$ cat src/rtl/nn_pkg.sv
// Shared types and arithmetic helpers for the neural-net matrix-op sequencers.
package nn_pkg;

    typedef enum logic [1:0] {
        IDLE  = 2'd0,
        RUN   = 2'd1,
        DRAIN = 2'd2
    } state_t;

    // Signed a - b on operands of width dw, carried in 32-bit containers.
    // The difference is formed one bit wider so the overflow is visible
    // before it is either wrapped back to dw bits or clamped to the dw range.
    function automatic logic signed [31:0] sub_wrap_sat(
        input logic signed [31:0] a,
        input logic signed [31:0] b,
        input logic               sat,
        input int                 dw
    );
        logic signed [32:0] diff;
        logic signed [32:0] hi;
        logic signed [32:0] lo;
        logic signed [32:0] res;
        int                 sh;
        diff = 33'(a) - 33'(b);
        hi   = (33'sd1 <<< (dw - 1)) - 33'sd1;
        lo   = -(33'sd1 <<< (dw - 1));
        sh   = 33 - dw;
        if (sat) begin
            if (diff > hi)
                res = hi;
            else if (diff < lo)
                res = lo;
            else
                res = diff;
        end else begin
            res = (diff <<< sh) >>> sh;
        end
        return 32'(res);
    endfunction

endpackage

$ cat src/rtl/matrix_elem_subtr.sv
// Combinational DW-bit signed subtractor, wrap-around or saturating.
module matrix_elem_subtr
    import nn_pkg::*;
#(
    parameter int DW  = 4,
    parameter int SAT = 0
) (
    input  logic signed [DW-1:0] a,
    input  logic signed [DW-1:0] b,
    output logic signed [DW-1:0] y
);

    assign y = DW'(sub_wrap_sat(32'(a), 32'(b), (SAT != 0), DW));

endmodule

$ cat src/rtl/matrix_subtr_seq.sv
// Streaming C = A - B sequencer: row-major reads, one shared subtractor,
// valid/ready result stream with whole-pipeline backpressure.
module matrix_subtr_seq
    import nn_pkg::*;
#(
    parameter int ROWS = 3,
    parameter int COLS = 2,
    parameter int DW   = 4,
    parameter int SAT  = 0,
    localparam int N   = ROWS * COLS,
    localparam int AW  = (N > 1) ? $clog2(N) : 1
) (
    input  logic                 clk,
    input  logic                 rst_n,
    input  logic                 start,
    output logic                 busy,
    output logic                 done,
    output logic                 rd_en,
    output logic [AW-1:0]        rd_addr,
    input  logic signed [DW-1:0] a_data,
    input  logic signed [DW-1:0] b_data,
    output logic                 c_valid,
    input  logic                 c_ready,
    output logic [AW-1:0]        c_addr,
    output logic signed [DW-1:0] c_data
);

    localparam logic [AW-1:0] LAST = AW'(N - 1);

    state_t                state;
    state_t                state_nx;
    logic                  adv;
    logic                  last_hs;
    logic                  s1_valid;
    logic [AW-1:0]         s1_addr;
    logic signed [DW-1:0]  diff;

    // A stage only moves when the output slot is empty or being drained.
    assign adv     = !c_valid || c_ready;
    assign rd_en   = (state == RUN) && adv;
    assign busy    = (state != IDLE);
    assign last_hs = (state == DRAIN) && c_valid && c_ready && (c_addr == LAST);

    always_comb begin
        state_nx = state;
        case (state)
            IDLE:    if (start) state_nx = RUN;
            RUN:     if (rd_en && (rd_addr == LAST)) state_nx = DRAIN;
            DRAIN:   if (last_hs) state_nx = IDLE;
            default: state_nx = IDLE;
        endcase
    end

    always_ff @(posedge clk) begin
        if (!rst_n) begin
            state <= IDLE;
            done  <= 1'b0;
        end else begin
            state <= state_nx;
            done  <= last_hs;
        end
    end

    // Stage 0: read issue; the index saturates at LAST until the next start.
    always_ff @(posedge clk) begin
        if (!rst_n)
            rd_addr <= '0;
        else if ((state == IDLE) && start)
            rd_addr <= '0;
        else if (rd_en && (rd_addr != LAST))
            rd_addr <= rd_addr + AW'(1);
    end

    // Stage 1: operand data arrives from memory and is held while rd_en is low.
    always_ff @(posedge clk) begin
        if (!rst_n) begin
            s1_valid <= 1'b0;
            s1_addr  <= '0;
        end else if (adv) begin
            s1_valid <= rd_en;
            s1_addr  <= rd_addr;
        end
    end

    matrix_elem_subtr #(
        .DW  (DW),
        .SAT (SAT)
    ) u_sub (
        .a (a_data),
        .b (b_data),
        .y (diff)
    );

    // Stage 2: registered result presented to the sink.
    always_ff @(posedge clk) begin
        if (!rst_n) begin
            c_valid <= 1'b0;
            c_addr  <= '0;
            c_data  <= '0;
        end else if (adv) begin
            c_valid <= s1_valid;
            c_addr  <= s1_addr;
            c_data  <= diff;
        end
    end

endmodule

$ cat config.mk
export PLATFORM = sky130hd
export DESIGN_NAME = matrix_subtr_seq
export DESIGN_NICKNAME = d
export VERILOG_FILES = /design/src/rtl/nn_pkg.sv /design/src/rtl/matrix_elem_subtr.sv /design/src/rtl/matrix_subtr_seq.sv
export SDC_FILE = /design/constraint.sdc
export NUM_CORES = 1
export LEC_CHECK = 0
export CAP_MARGIN = 5
export CORE_UTILIZATION = 30
export CTS_BUF_LIST = sky130_fd_sc_hd__clkbuf_16
export DETAILED_ROUTE_END_ITERATION = 6
export GPL_ROUTABILITY_DRIVEN = 0
export SLEW_MARGIN = 20
export SYNTH_ARGS = -nofsm -noshare
export SYNTH_HDL_FRONTEND = slang
export SYNTH_HIERARCHICAL = 1
export SYNTH_SLANG_ARGS = --single-unit
$ cat constraint.sdc
create_clock -name clk -period 3.8 [get_ports clk]
set_clock_uncertainty 0.2 [all_clocks]
set_input_delay 0.95 -clock clk [delete_from_list [all_inputs] [get_ports clk]]
set_output_delay 0.95 -clock clk [all_outputs]
set_load 0.01 [all_outputs]
==> flow_summary.json, run 1 <==
{
  "period_share_pct": 92.1,
  "synthXorXnorAreaFrac_pct": 3.03,
  "fin_nets": 144,
  "grt.overflow.total": 0,
  "diodes": 0,
  "startpoint_type": "primary input",
  "yosys.area_share.simple_pct": 23.2,
  "drv_slew": 0,
  "cts-root-buf": "clkbuf_16",
  "synthAdderAreaFrac_pct": 9.51,
  "grt_first_pass_wirelength_um": 3110,
  "fill_cells": 267,
  "synth.most_common_cell": "nand2_1",
  "pwr-share-seq_pct": 42.2,
  "relSlewSlack_pct": 67.1,
  "cellPowerDensity_nw_per_um2": 396,
  "cap_violations": 0,
  "track_usage_pct": 12.6,
  "drive_gt1_share_pct": 5.60,
  "ys_top_cells_by_area": "dfxtp_1, nand2_1, a21boi_0",
  "synth_common_cells": "nand2_1, dfxtp_1, a21boi_0, inv_1, ha_1",
  "hold_path_depth": 1,
  "slowest_delay_ns": 0.49,
  "min_to": "c_valid",
  "p_leak_nw": 0.483,
  "place_ws_ns": 0.296,
  "path_delay_family": "buffers and inverters",
  "rows": 19,
  "dpl.hpwl_um": 1380,
  "cts_tree": "done",
  "clkSlewWorstSetupHoldPaths_ns": 0.05,
  "clockBufferDepth": 2,
  "cts_hold_buf": 0,
  "synth_area_per_cell_um2": 8.86,
  "worst_slew_pin_slew_ns": 0.493,
  "irDropWorstVdd_mv": 0.463,
  "syn_area_um2": 868,
  "criticalPathCategory": "in2out",
  "pin_count": 26,
  "worstPathArrival_ns": 2.35,
  "routed-via-count": 741,
  "muxShareOfSynthArea_pct": 0,
  "drcViolationCount": 0,
  "clock_latency_ns": 0.25,
  "routed_wirelength_um": 1820,
  "start_util_pct": 31.5,
  "p_sw_mw": 0.106,
  "synth_cell_type_count": 30,
  "cp_slowest_cell": "clkdlybuf4s50_1",
  "p_comb_share_pct": 14.9,
  "drtIter0Drc": 13,
  "crit-reg2reg-capture": "rd_addr[0]",
  "async_flop_share_pct": 0,
  "synth_compound_area_share_pct": 18.2,
  "p_int_mw": 0.380,
  "firstDrtPassIters": 4,
  "switching_share_pct": 21.9,
  "port-buffer-count": 25,
  "setup-tns-final_ns": 0,
  "critPathMaxFanout": 15,
  "routed_via_density": 4.75,
  "reg2reg_depth": 5,
  "cts.sinks": 18,
  "yosys_warnings": 6,
  "path_buf_inv": 2,
  "ys_seq_area_share_pct": 41.5,
  "cts_setup_buffers": 0,
  "grt_max_degree": 17,
  "yosys.area.top_type": "dfxtp_1",
  "hold_start": "s1_valid",
  "grt_pass1_vias": 685,
  "final_hold_viol_count": 0,
  "synthesis.nets": 116,
  "synthFlopType": "dfxtp_1",
  "die_h_um": 55.8,
  "post_drt_wl_per_cell_um": 11.7,
  "r2r-start": "rd_addr[1]",
  "synthCells": 98,
  "finalSetupViolations": 0,
  "crit_chain": "clkdlybuf4s50_1 -> nor2b_4 -> nor2_1 -> clkdlybuf4s50_1",
  "coreArea_um2": 2760,
  "antenna_found_initial": 0,
  "area_delta_synth_final_pct": 41.6,
  "die_w_um": 55.8,
  "fmax_mhz": 286,
  "cpMostUsedCell": "clkdlybuf4s50_1",
  "status": "finished, final reports clean",
  "synth_edf_count": 0,
  "rsz0062_at_grt": "false",
  "synth_top_cell_area_share_pct": 41.5,
  "worstSetupEndpointType": "primary output",
  "h-tree-depth": 1,
  "min_path_type": "reg2reg",
  "r2r_slack_ns": 2.13,
  "ant_nets": 0,
  "setup_ws_ns": 0.301,
  "required_ns": 2.65,
  "period_minus_slack_ns": 3.50,
  "ys_ff_latch": 18,
  "die_area_um2": 3110,
  "post_cts_resized": 0,
  "power_frac_clock_pct": 42.9,
  "cts_buffers": 3,
  "synth_top_family_by_area": "simple AND/OR/NAND/NOR gates"
}
==> placed cells by master, fill, tap and decap left out, types with 2 or more instances in the layout <==
cell type / Yosys / layout
a21boi_0: 10 / 10
a21oi_1: 2 / 2
a311oi_1: 2 / 2
a31oi_1: 2 / 2
and2_1: 2 / 2
clkbuf_16: 0 / 3
clkdlybuf4s50_1: 0 / 25
dfxtp_1: 18 / 18
ha_1: 5 / 5
inv_1: 7 / 7
nand2_1: 22 / 22
nand2b_1: 2 / 2
nor2_1: 2 / 2
nor2b_1: 3 / 3
o21a_1: 2 / 2
xor2_1: 2 / 2
==> per-layer routing <==
layer,vias to the layer above,wire [µm],track usage (%)
li1,384,-,-
met1,345,864,15.5
met2,12,895,20.8
met3,0,61,5.12
met4,0,0,2.86
met5,-,0,0
==> worst max path at each step <==
stage          depth (start not counted)  slack (ns)  endpoint     from
3_3_place_gp                           4        0.32     rd_en  c_ready
4_1_cts                                4        0.29     rd_en  c_ready
3_5_place_dp                           4        0.30     rd_en  c_ready
2_1_floorplan                          2        1.38     rd_en  c_ready
6_report                               4        0.30     rd_en  c_ready
5_1_grt                                4        0.21     rd_en  c_ready
==> kinds of logic (layout without fill, tap and decap cells) <==
group	count (synthesis)	count (layout)
simple gates	39	39
flops	18	18
xor+xnor	3	3
buf+inv	10	37
compound gates	22	22
fa+ha+maj	6	6
==> power by group through the flow <==
| stage | clock, mW | combinational, mW | sequential [mW] |
|---|---|---|---|
| after CTS | 0.216 | 0.0732 | 0.206 |
| after global placement | 0 | 0.0717 | 0.210 |
| after floorplan | 0 | 0.0323 | 0.212 |
| after global routing | 0.225 | 0.0804 | 0.207 |
| after detailed placement | 0 | 0.0727 | 0.210 |
| final | 0.209 | 0.0727 | 0.206 |
==> registers in the layout, summed over array words and instances (netlist names) <==
signal,cells
s1_valid,1
state,2
c_addr,3
c_valid,1
c_data,4
s1_addr,3
done,1
rd_addr,3
==> through the flow <==
stage	area [µm²]	power, mW	hold slack (ns)	std cells	util (%)
2_1_floorplan	868	0.244	0.232	98	-
3_3_place_gp	1150	0.281	0.249	152	41.7
3_5_place_dp	1150	0.283	0.242	152	41.7
4_1_cts	1230	0.495	0.262	156	44.6
5_1_grt	1230	0.513	0.284	156	44.6
6_report	1230	0.487	0.259	156	44.6
==> layout make-up <==
cell class / count / area, µm² / share of cell area (%)
Timing Repair Buffer: 26 / 258 / 21.0
Tap cell: 31 / 38.8 / 3.15
Clock inverter: 1 / 3.75 / 0.305
Multi-Input combinational cell: 70 / 468 / 38.0
Inverter: 7 / 26.3 / 2.14
Clock buffer: 3 / 75.1 / 6.10
Sequential cell: 18 / 360 / 29.3
Power figures use the tool's default switching activity.
==> inputs of run 2 (changes only) <==
==> constraint.sdc (replaced) <==
create_clock -name clk -period 3.8 [get_ports clk]
set_clock_uncertainty 0.2 [all_clocks]
set_input_delay 0.38 -clock clk [delete_from_list [all_inputs] [get_ports clk]]
set_output_delay 0.38 -clock clk [all_outputs]
set_load 0.01 [all_outputs]
==> flow_summary.json, run 2 (synthesis results as in run 1) <==
{
  "p_leak_nw": 0.477,
  "cts_hold_buf": 0,
  "die_w_um": 55.8,
  "min_path_type": "reg2reg",
  "largest_reg_flops": 4,
  "routed-wl-met2_um": 891,
  "post_cts_resized": 0,
  "grt_max_degree": 17,
  "status": "finished, final reports clean",
  "cellPowerDensity_nw_per_um2": 395,
  "post_drt_wl_per_cell_um": 11.3,
  "final_area_um2": 1220,
  "wirelength_met1_um": 795,
  "drtIter0Drc": 16,
  "startpoint_type": "primary input",
  "regMostFlops": "c_data",
  "routed-via-count": 737,
  "cts_tree": "done",
  "criticalPathCategory": "in2out",
  "clockBufferDepth": 2,
  "p_int_mw": 0.378,
  "p_sw_mw": 0.103,
  "final_common_cell": "clkdlybuf4s50_1",
  "drcViolationCount": 0,
  "seq_area_um2": 360,
  "area_delta_synth_final_pct": 40.3,
  "period_minus_slack_ns": 2.52,
  "worstSetupEndpointType": "primary output",
  "critPathLaunch": "c_ready",
  "ant_nets": 0,
  "grt.overflow.total": 0,
  "drv_slew": 0,
  "setup-tns-final_ns": 0,
  "cts_setup_buffers": 0,
  "critPathMaxFanout": 15,
  "grt_first_pass_wirelength_um": 3100,
  "finalSetupViolations": 0,
  "firstDrtPassIters": 4,
  "routed_via_density": 4.79,
  "start_util_pct": 31.5,
  "die_area_um2": 3110,
  "whs_ns": 0.267,
  "fin_nets": 143,
  "worst_slew_pin_slew_ns": 0.504,
  "h-tree-depth": 1,
  "diodes": 0,
  "worstPathArrival_ns": 1.94,
  "r2r_slack_ns": 2.09,
  "final_cell_mix": "clkdlybuf4s50_1, nand2_1, dfxtp_1, a21boi_0, inv_1",
  "cap_violations": 0,
  "track_usage_pct": 12.4,
  "rows": 19,
  "antenna_found_initial": 0,
  "switching_share_pct": 21.5,
  "relSlewSlack_pct": 66.4,
  "period_share_pct": 66.3,
  "fill_cells": 260,
  "grt_pass1_vias": 701,
  "p_comb_share_pct": 14.7,
  "clock_latency_ns": 0.25,
  "cts-root-buf": "clkbuf_16",
  "postPlaceCellArea_um2": 1140,
  "port-buffer-count": 25,
  "routed_wirelength_um": 1740,
  "pin_count": 26,
  "final_hold_viol_count": 0,
  "irDropWorstVdd_mv": 0.249,
  "clkSlewWorstSetupHoldPaths_ns": 0.05,
  "required_ns": 3.22,
  "cts.sinks": 18,
  "cts_buffers": 3,
  "power_frac_clock_pct": 42.5,
  "rsz0062_at_grt": "false",
  "dpl.hpwl_um": 1340,
  "fmax_mhz": 397,
  "coreArea_um2": 2760,
  "multi_input_area_um2": 468,
  "top_layer_used": "met3",
  "drive_gt1_share_pct": 4.88,
  "met3RoutedLength_um": 49,
  "pwr-share-seq_pct": 42.7,
  "r2r-start": "rd_addr[1]",
  "hold_start": "c_data[1]",
  "die_h_um": 55.8
}
[run 2: cell type report]
type                       instances  share of cell area, %
sequential                        18                   29.6
clock buffer                       3                   6.16
inverter                           7                   2.16
multi-input combinational         70                   38.4
timing repair buffer              25                   20.5
tap                               31                   3.18
[run 2: final timing paths]
check,endpoint,cells after the start
setup / recovery,rd_en,4
hold / removal,c_data[1],2
setup reg to reg,rd_addr[0],5
hold reg to reg,c_data[1],2
[run 2: per-stage QoR]
stage | instances | util (%) | setup WS (ns) | power (mW)
after global placement | 151 | 41.5 | 1.31 | 0.280
after floorplan | 98 | - | 2.18 | 0.244
after global routing | 154 | 44.2 | 1.22 | 0.505
after CTS | 154 | 44.2 | 1.29 | 0.486
final | 154 | 44.2 | 1.28 | 0.482
after detailed placement | 151 | 41.5 | 1.30 | 0.281
[run 2: per-layer routing]
layer,GRT usage (%),vias up
met5,0,-
met3,3.49,0
met2,21.7,9
met1,14.8,342
met4,3.21,0
li1,-,386
[run 2: worst max-delay path, cell delays in order]
cell             delay [ns]
clkdlybuf4s50_1        0.53
nor2b_4                0.10
nor2_1                 0.31
clkdlybuf4s50_1        0.61
[run 2: power by group through the flow]
stage	registers [mW]	logic (mW)	clock network (mW)
after floorplan	0.212	0.0323	0
after global placement	0.210	0.0703	0
final	0.206	0.0710	0.205
after detailed placement	0.210	0.0714	0
after global routing	0.207	0.0788	0.219
after CTS	0.206	0.0719	0.208
==> inputs of run 3 (changes only) <==
Clock period 3.8 ns to 2.5 ns, I/O delays scaled along.
==> flow_summary.json, run 3 (synthesis results as in run 1) <==
{
  "criticalPathCategory": "in2out",
  "path_buf_inv": 2,
  "clockBufferDepth": 2,
  "grt_first_pass_wirelength_um": 2980,
  "firstDrtPassIters": 5,
  "diodes": 0,
  "routed-via-count": 748,
  "coreArea_um2": 2760,
  "cts_setup_buffers": 0,
  "ant_nets": 0,
  "h-tree-depth": 1,
  "routed_via_density": 4.76,
  "finalSetupViolations": 0,
  "cpMostUsedCell": "clkdlybuf4s50_1",
  "area_delta_synth_final_pct": 42.5,
  "min_to": "c_valid",
  "cellPowerDensity_nw_per_um2": 601,
  "setup-tns-final_ns": 0,
  "clkSlewWorstSetupHoldPaths_ns": 0.05,
  "cts-root-buf": "clkbuf_16",
  "regMostFlops": "c_data",
  "drv_slew": 0,
  "largest_reg_flops": 4,
  "final_hold_viol_count": 0,
  "crit_chain": "clkdlybuf4s50_1 -> nor2b_4 -> nor2_1 -> clkdlybuf4s50_1",
  "die_w_um": 55.8,
  "r2r_slack_ns": 0.83,
  "cts_buffers": 3,
  "dpl.hpwl_um": 1330,
  "fin_nets": 145,
  "rows": 19,
  "hold_start": "s1_valid",
  "reg2reg_depth": 5,
  "grt_max_degree": 16,
  "worst_slew_pin_slew_ns": 0.418,
  "total_power_mw": 0.743,
  "place_ws_ns": 0.243,
  "cts_hold_buf": 0,
  "worstPathArrival_ns": 1.81,
  "grt_pass1_vias": 684,
  "cts_tree": "done",
  "pin_count": 26,
  "path_delay_family": "buffers and inverters",
  "rsz0062_at_grt": "false",
  "critPathMaxFanout": 15,
  "drtIter0Drc": 8,
  "r2r-start": "rd_addr[1]",
  "hold_path_depth": 1,
  "p_leak_nw": 0.487,
  "required_ns": 2.05,
  "die_area_um2": 3110,
  "startpoint_type": "primary input",
  "setup_ws_ns": 0.241,
  "post_drt_wl_per_cell_um": 11.2,
  "slowest_delay_ns": 0.61,
  "fmax_mhz": 443,
  "antenna_found_initial": 0,
  "grt.overflow.total": 0,
  "worstSetupEndpointType": "primary output",
  "start_util_pct": 31.5,
  "track_usage_pct": 12.4,
  "drcViolationCount": 0,
  "min_path_type": "reg2reg",
  "drive_gt1_share_pct": 6.35,
  "routed_wirelength_um": 1750,
  "die_h_um": 55.8,
  "irDropWorstVdd_mv": 0.335,
  "clock_latency_ns": 0.25,
  "cap_violations": 0,
  "status": "finished, final reports clean",
  "period_share_pct": 90.4,
  "period_minus_slack_ns": 2.26,
  "final_cell_mix": "clkdlybuf4s50_1, nand2_1, dfxtp_1, a21boi_0, inv_1",
  "relSlewSlack_pct": 71.8,
  "cp_slowest_cell": "clkdlybuf4s50_1",
  "post_cts_resized": 0,
  "crit-reg2reg-capture": "rd_addr[0]",
  "final_core_utilization_pct": 44.9,
  "cts.sinks": 18,
  "final_common_cell": "clkdlybuf4s50_1",
  "port-buffer-count": 25
}
-- run 3: worst max path at each step --
stage / slack, ns / to / cells after the start / startpoint
after CTS: 0.25 / rd_en / 4 / c_ready
final: 0.24 / rd_en / 4 / c_ready
after global placement: 0.26 / rd_en / 4 / c_ready
after global routing: 0.13 / rd_en / 4 / c_ready
after floorplan: 0.88 / rd_addr[0] / 5 / rd_addr[1]
after detailed placement: 0.24 / rd_en / 4 / c_ready
-- run 3: layout make-up --
class,count,area (µm²)
fill,272,1520
inverter,7,26.3
clock buffer,3,75.1
timing repair buffer,27,265
tap,31,38.8
multi-input combinational,70,468
clock inverter,1,3.75
sequential,18,360
-- run 3: worst reg2reg max path, delay by kind of cell, from the launching register on --
kind | cells | cell delay [ns]
adder cells (fa/ha/maj) | 1 | 0.20
AND/OR/NAND/NOR | 2 | 0.60
buffers and inverters | 1 | 0.06
AO/OA/AOI/OAI | 1 | 0.15
flip-flops | 1 | 0.39
-- run 3: report_power, final --
| group | internal, mW | total (mW) | switching, mW |
|---|---|---|---|
| combinational | 0.0641 | 0.110 | 0.0457 |
| clock | 0.213 | 0.321 | 0.109 |
| sequential | 0.302 | 0.312 | 0.0105 |
-- run 3: metal layers --
| metal | GRT usage (%) | wire, µm | vias up |
|---|---|---|---|
| met4 | 7.50 | 10 | 0 |
| li1 | - | - | 385 |
| met3 | 2.33 | 52 | 2 |
| met5 | 0 | 0 | - |
| met2 | 19.6 | 873 | 15 |
| met1 | 15.5 | 813 | 346 |
-- run 3: through the flow --
stage                     hold WS [ns]  cell area, µm²  instances
final                            0.257            1240        157
after global routing             0.282            1240        157
after CTS                        0.258            1240        157
after detailed placement         0.247            1160        153
after global placement           0.249            1160        153
after floorplan                  0.204             868         98
